File: src/rtl/i2s_tx.sv
// i2s_tx: stereo Philips-I2S transmitter fed by a pair of first-word-fall-through
// FIFOs. One left/right pair is popped per frame, shifted and saturated to
// SAMPLE_WIDTH, then shifted out MSB first. Missing pairs become silent frames.
module i2s_tx #(
  parameter int DATA_WIDTH   = 32,
  parameter int SAMPLE_WIDTH = 16,
  parameter int SHIFT        = 0,
  parameter int BCLK_DIV     = 8
) (
  input  logic                  clock,
  input  logic                  reset,
  input  logic [DATA_WIDTH-1:0] left_dout,
  input  logic                  left_empty,
  output logic                  left_rd_en,
  input  logic [DATA_WIDTH-1:0] right_dout,
  input  logic                  right_empty,
  output logic                  right_rd_en,
  output logic                  i2s_bclk,
  output logic                  i2s_lrclk,
  output logic                  i2s_sdata,
  output logic                  underrun,
  output logic [15:0]           underrun_count
);

  localparam int SW     = SAMPLE_WIDTH;
  localparam int FW     = 2 * SAMPLE_WIDTH;
  localparam int SLOT_W = $clog2(FW);
  localparam int DIV_W  = $clog2(BCLK_DIV);

  localparam logic [SLOT_W-1:0] LAST_SLOT = SLOT_W'(FW - 1);
  localparam logic [SLOT_W-1:0] LR_FIRST  = SLOT_W'(SW - 1);
  localparam logic [SLOT_W-1:0] LR_LAST   = SLOT_W'(FW - 2);
  localparam logic [DIV_W-1:0]  DIV_LAST  = DIV_W'(BCLK_DIV - 1);

  // Saturation bounds expressed at the FIFO word width so the compare is signed.
  localparam logic signed [DATA_WIDTH-1:0] SAT_MAX =
    {{(DATA_WIDTH - SW + 1){1'b0}}, {(SW - 1){1'b1}}};
  localparam logic signed [DATA_WIDTH-1:0] SAT_MIN =
    {{(DATA_WIDTH - SW + 1){1'b1}}, {(SW - 1){1'b0}}};

  typedef enum logic {
    IDLE = 1'b0,
    RUN  = 1'b1
  } state_t;

  state_t state_q, state_d;

  logic [SW-1:0]     hold_l, hold_r;
  logic              hold_valid;
  logic [FW-1:0]     shifter;
  logic [DIV_W-1:0]  div_cnt;
  logic [SLOT_W-1:0] slot;

  logic              start;       // IDLE -> RUN, first frame load
  logic              div_wrap;    // half-period boundary of bclk
  logic              bclk_fall;   // bclk is about to go 1 -> 0
  logic              frame_load;  // falling edge that enters slot 0
  logic              pop;
  logic [SLOT_W-1:0] slot_next;
  logic              lr_next;

  // Arithmetic shift followed by clamping into the signed SW-bit range.
  function automatic logic [SW-1:0] convert(input logic [DATA_WIDTH-1:0] word);
    logic signed [DATA_WIDTH-1:0] shifted;
    shifted = $signed(word) >>> SHIFT;
    if (shifted > SAT_MAX) begin
      return SAT_MAX[SW-1:0];
    end else if (shifted < SAT_MIN) begin
      return SAT_MIN[SW-1:0];
    end
    return shifted[SW-1:0];
  endfunction

  // Next-state and per-cycle control decode.
  always_comb begin
    // NOTE: every signal driven here gets a default first, so no path leaves
    // one unassigned and no latch can be inferred.
    state_d    = state_q;
    start      = 1'b0;
    div_wrap   = 1'b0;
    bclk_fall  = 1'b0;
    frame_load = 1'b0;
    pop        = 1'b0;
    slot_next  = slot + SLOT_W'(1);
    lr_next    = 1'b0;

    unique case (state_q)
      IDLE: begin
        if (hold_valid) begin
          state_d = RUN;
          start   = 1'b1;
        end
      end
      RUN: begin
        div_wrap   = (div_cnt == DIV_LAST);
        bclk_fall  = div_wrap && i2s_bclk;
        frame_load = bclk_fall && (slot == LAST_SLOT);
      end
      default: state_d = IDLE;
    endcase

    if (slot == LAST_SLOT) begin
      slot_next = '0;
    end
    // lrclk switches one slot ahead of the channel MSB (I2S one-bit delay).
    lr_next = (slot_next >= LR_FIRST) && (slot_next <= LR_LAST);

    // Both FIFOs must have a word; a frame-load cycle never pops, so a pair
    // arriving exactly then is picked up one cycle later.
    pop = !reset && !hold_valid && !left_empty && !right_empty && !frame_load;
  end

  assign left_rd_en  = pop;
  assign right_rd_en = pop;

  // State register.
  always_ff @(posedge clock) begin
    // NOTE: registers use non-blocking assignments so every always_ff reads the
    // pre-edge value of every other register, independent of block ordering.
    if (reset) begin
      state_q <= IDLE;
    end else begin
      state_q <= state_d;
    end
  end

  // Hold register: filled by a pop, emptied by a frame load.
  always_ff @(posedge clock) begin
    if (reset) begin
      hold_l     <= '0;
      hold_r     <= '0;
      hold_valid <= 1'b0;
    end else if (pop) begin
      hold_l     <= convert(left_dout);
      hold_r     <= convert(right_dout);
      hold_valid <= 1'b1;
    end else if (start || (frame_load && hold_valid)) begin
      hold_valid <= 1'b0;
    end
  end

  // Bit-clock divider and slot counter.
  always_ff @(posedge clock) begin
    if (reset) begin
      div_cnt  <= '0;
      slot     <= '0;
      i2s_bclk <= 1'b0;
    end else if (start) begin
      div_cnt  <= '0;
      slot     <= '0;
      i2s_bclk <= 1'b0;
    end else if (state_q == RUN) begin
      div_cnt <= div_wrap ? '0 : div_cnt + DIV_W'(1);
      if (div_wrap) begin
        i2s_bclk <= ~i2s_bclk;
      end
      if (bclk_fall) begin
        slot <= slot_next;
      end
    end
  end

  // Frame shifter, word select and serial data, all updated on bclk falls.
  always_ff @(posedge clock) begin
    if (reset) begin
      shifter   <= '0;
      i2s_lrclk <= 1'b0;
      i2s_sdata <= 1'b0;
    end else if (start) begin
      shifter   <= {hold_l, hold_r};
      i2s_lrclk <= 1'b0;
      i2s_sdata <= hold_l[SW-1];
    end else if (bclk_fall) begin
      i2s_lrclk <= lr_next;
      if (frame_load) begin
        if (hold_valid) begin
          shifter   <= {hold_l, hold_r};
          i2s_sdata <= hold_l[SW-1];
        end else begin
          shifter   <= '0;
          i2s_sdata <= 1'b0;
        end
      end else begin
        shifter   <= shifter << 1;
        i2s_sdata <= shifter[FW-2];
      end
    end
  end

  // Underrun pulse and saturating count of silent frames.
  always_ff @(posedge clock) begin
    if (reset) begin
      underrun       <= 1'b0;
      underrun_count <= '0;
    end else begin
      underrun <= frame_load && !hold_valid;
      if (frame_load && !hold_valid && (underrun_count != 16'hFFFF)) begin
        underrun_count <= underrun_count + 16'd1;
      end
    end
  end

endmodule
File: config.mk
export PLATFORM = sky130hd
export DESIGN_NAME = i2s_tx
export DESIGN_NICKNAME = d
export VERILOG_FILES = /design/src/rtl/i2s_tx.sv
export SDC_FILE = /design/constraint.sdc
export NUM_CORES = 1
export LEC_CHECK = 0
export ABC_AREA = 1
export BUFFER_PORTS_ARGS = -buffer_cell sky130_fd_sc_hd__buf_2
export CORE_ASPECT_RATIO = 0.8
export CORE_MARGIN = 3
export CORE_UTILIZATION = 45
export CTS_BUF_LIST = sky130_fd_sc_hd__clkbuf_8 sky130_fd_sc_hd__clkbuf_16
export DETAILED_ROUTE_END_ITERATION = 8
export GPL_TIMING_DRIVEN = 0
export HOLD_SLACK_MARGIN = 0.12
export PLACE_DENSITY = 0.74
export SLEW_MARGIN = 20
export SYNTH_ARGS = -nofsm -noshare
export SYNTH_HDL_FRONTEND = slang
export SYNTH_SLANG_ARGS = --single-unit
File: constraint.sdc
create_clock -name clock -period 2.03 [get_ports clock]
set_input_delay 0.3045 -clock clock [delete_from_list [all_inputs] [get_ports clock]]
set_output_delay 0.3045 -clock clock [all_outputs]
set_load 0.1 [all_outputs]
==> out/qor.yml <==
worst_setup_path:
  crit_type: "reg2out"
  timing.rr.end: "shifter[20]"
  cp-start-kind: "flop"
  cp_data_required_time_ns: 1.73
  r2r_cells: 9
  cpPeakStageDelay_ns: 0.35
  slowest_stage: "dfxtp_4"
  r2r-start: "slot[0]"
  crit_fanout: 6
  crit_chain: "ha_4 > nand2_4 > nor2_4 > ha_4 > nand2_4 > nand3_4 > inv_8 > buf_8 > buf_12"
  endpoint_kind: "output port"
  r2r_slack_ns: 0.10
  cp.arrival_ns: 1.66
placed_design:
  place.gp.congestion: 0.830
  dpl_worst_slack_ns: -0.480
  dpl_cell_area_um2: 4990
  port_buffers: 89
  hpwl_mm: 8.18
  placed_cells: 822
min_path:
  hp-start: "left_dout[4]"
  hold_path_end: "hold_l[4]"
  holdCritPathClass: "in2reg"
  hold_depth: 3
global_route:
  antenna_found_initial: 0
  grt_use_met3_pct: 3.61
  grt_pass1_vias: 4202
  busiest_layer: "met2"
  use_met2_pct: 34.5
  gr-usage-met1_pct: 28.5
  grt_pass1_wl_mm: 18.8
  gr-total-overflow: 0
  grt_start_max_net_pins: 16
  grt_usage_pct: 21.2
clock_network:
  clock_sinks: 93
  clock_latency_ns: 0.33
  path_clk_slew_ns: 0.07
  clock_path_buffers: 2
  cts_buffers: 9
  clockRootBuffer: "clkbuf_16"
  cts-htree-levels: 3
  tritoncts: "built"
routing:
  viasPerCell: 5.43
  final_antenna_net_count: 0
  vias: 4597
  drc: 0
  wirelength_mm: 11.5
  wire_per_inst_um: 13.6
  first_pass_iters: 5
  drt_iter0_drc: 523
cells_and_area:
  syn2layout_area_growth_pct: 26.6
  fillers: 824
  fin_util_pct: 59.7
  drive_above_1_share_pct: 23.2
  layout_common_cells: "160 x nand2_1, 93 x buf_2, 86 x a21oi_1"
  final_cells: 847
  final_area_um2: 5530
  insertedDiodeCount: 0
  nets: 802
  layout.cells.most_common: "nand2_1"
floorplanning:
  start_util_pct: 47.1
  dieArea_um2: 10900
  design.core.area_um2: 9270
  boundaryPins: 90
  row_count: 31
  dieHeight_um: 94.1
  die_w_um: 116
sta:
  period_needed_ns: 1.97
  setup_violations: 0
  fin_setup_tns_ns: 0
  max_freq_mhz: 508
  skew_ns: 0.00822
  period_share_pct: 97.0
  drv_slew: 0
  fin_ws_ns: 0.0608
  relSlewSlack_pct: 59.0
  hold_viol: 0
  tightest_slew_ns: 0.615
synthesis:
  yosysSeqAreaShare_pct: 42.6
  ys_types: 28
  syn_nets: 693
  yosys_register_bits: 93
  synth_enable_flop_cells: 0
  ys_warn_count: 0
  synthArstFlopShare_pct: 0
  yosys_most_used_dff: "dfxtp_1"
  synth_area_per_cell_um2: 7.07
  synthCells: 618
  syn_area_um2: 4370
status:
  run_status: "completed"
pwr:
  irDropWorstVdd_mv: 0.396
  p_per_area_nw_per_um2: 721
  leakagePower_nw: 2.28
job:
  cap_violations: 0
==> area by class of cell <==
| class | count | area (um^2) | share of cell area [%] |
|---|---|---|---|
| clock buffers | 12 | 267 | 4.82 |
| multi-input cells | 463 | 2340 | 42.4 |
| plain buffers | 33 | 180 | 3.26 |
| inverters | 27 | 109 | 1.97 |
| clock inverters | 4 | 55.1 | 0.995 |
| well taps | 115 | 144 | 2.60 |
| flip-flops and latches | 93 | 1880 | 34.1 |
| repair buffers | 100 | 549 | 9.93 |
==> power by group <==
part | internal [mW] | switching (mW) | total (mW)
logic | 0.126 | 0.190 | 0.315
registers | 1.88 | 0.0309 | 1.91
clock network | 1.06 | 0.702 | 1.76
total | 3.07 | 0.923 | 3.99
==> repair_timing <==
action | 4_1_cts | 5_1_grt
setup buffers | 8 | 3
hold buffers | 0 | 0
gates resized for setup | 22 | 25
endpoints found under the setup margin | 64 | 55
pin swaps | 5 | 5
==> registers in the layout, indices dropped and copies added (netlist names) <==
register / flops
slot: 5
state_q: 1
shifter: 31
underrun_count: 16
hold_valid: 1
i2s_bclk: 1
i2s_lrclk: 1
i2s_sdata: 1
hold_l: 16
div_cnt: 3
hold_r: 16
underrun: 1
==> kinds of logic after synthesis <==
group                    Yosys count  synth area share (%)
AND/OR/NAND/NOR                  254                  23.8
AO/OA/AOI/OAI                    194                  23.7
flip-flops                        93                  42.6
buffers and inverters             62                  6.27
XOR/XNOR                           8                  1.60
adder cells (fa/ha/maj)            7                  2.00
==> layer usage <==
metal,vias to the layer above,wire (um)
met5,-,0
met4,0,83
met3,6,709
met2,163,5450
met1,2130,5310
li1,2298,-
==> synth_stat cells, types with 2 or more instances <==
cell type  instances  area (um^2)
a21oi_1           88          440
nand3_1           13         65.1
inv_1             26         97.6
nand4_1            9         56.3
nand2_1          162          608
a211oi_1           2         15.0
nor2_1            62          233
xor2_1             6         52.6
a31oi_1           31          194
xnor2_1            2         17.5
o21ai_0           70          350
buf_4              2         15.0
clkbuf_1          19         71.3
nor2_4             3         33.8
nand2_2            2         12.5
buf_2              8         40.0
ha_1               7         87.6
dfxtp_1           93         1860
buf_6              3         33.8
buf_1              2         7.51
==> how the worst max path moves through the flow <==
stage | from | end | slack (ns) | depth (start not counted)
global placement | slot[0] | right_rd_en | -0.44 | 10
floorplan | underrun_count[6] | underrun_count[0] | 0.003 | 8
detailed placement | slot[0] | right_rd_en | -0.48 | 10
CTS | div_cnt[0] | right_rd_en | -0.02 | 9
global route | slot[0] | right_rd_en | -0.006 | 9
finish | slot[0] | right_rd_en | 0.06 | 9
==> critical path: cells and delay by family (launching register included) <==
kind / cells / cell delay, ns
buffers and inverters: 3 / 0.35
AND/OR/NAND/NOR: 4 / 0.29
adder cells (fa/ha/maj): 2 / 0.33
flip-flops: 1 / 0.35
==> stage by stage <==
stage | power (mW) | hold WS [ns]
after floorplan | 2.12 | 0.436
after global placement | 2.24 | 0.453
after detailed placement | 2.25 | 0.455
after CTS | 4.01 | 0.206
after global routing | 4.13 | 0.219
final | 3.99 | 0.212
(Power assumes the default switching activity.)
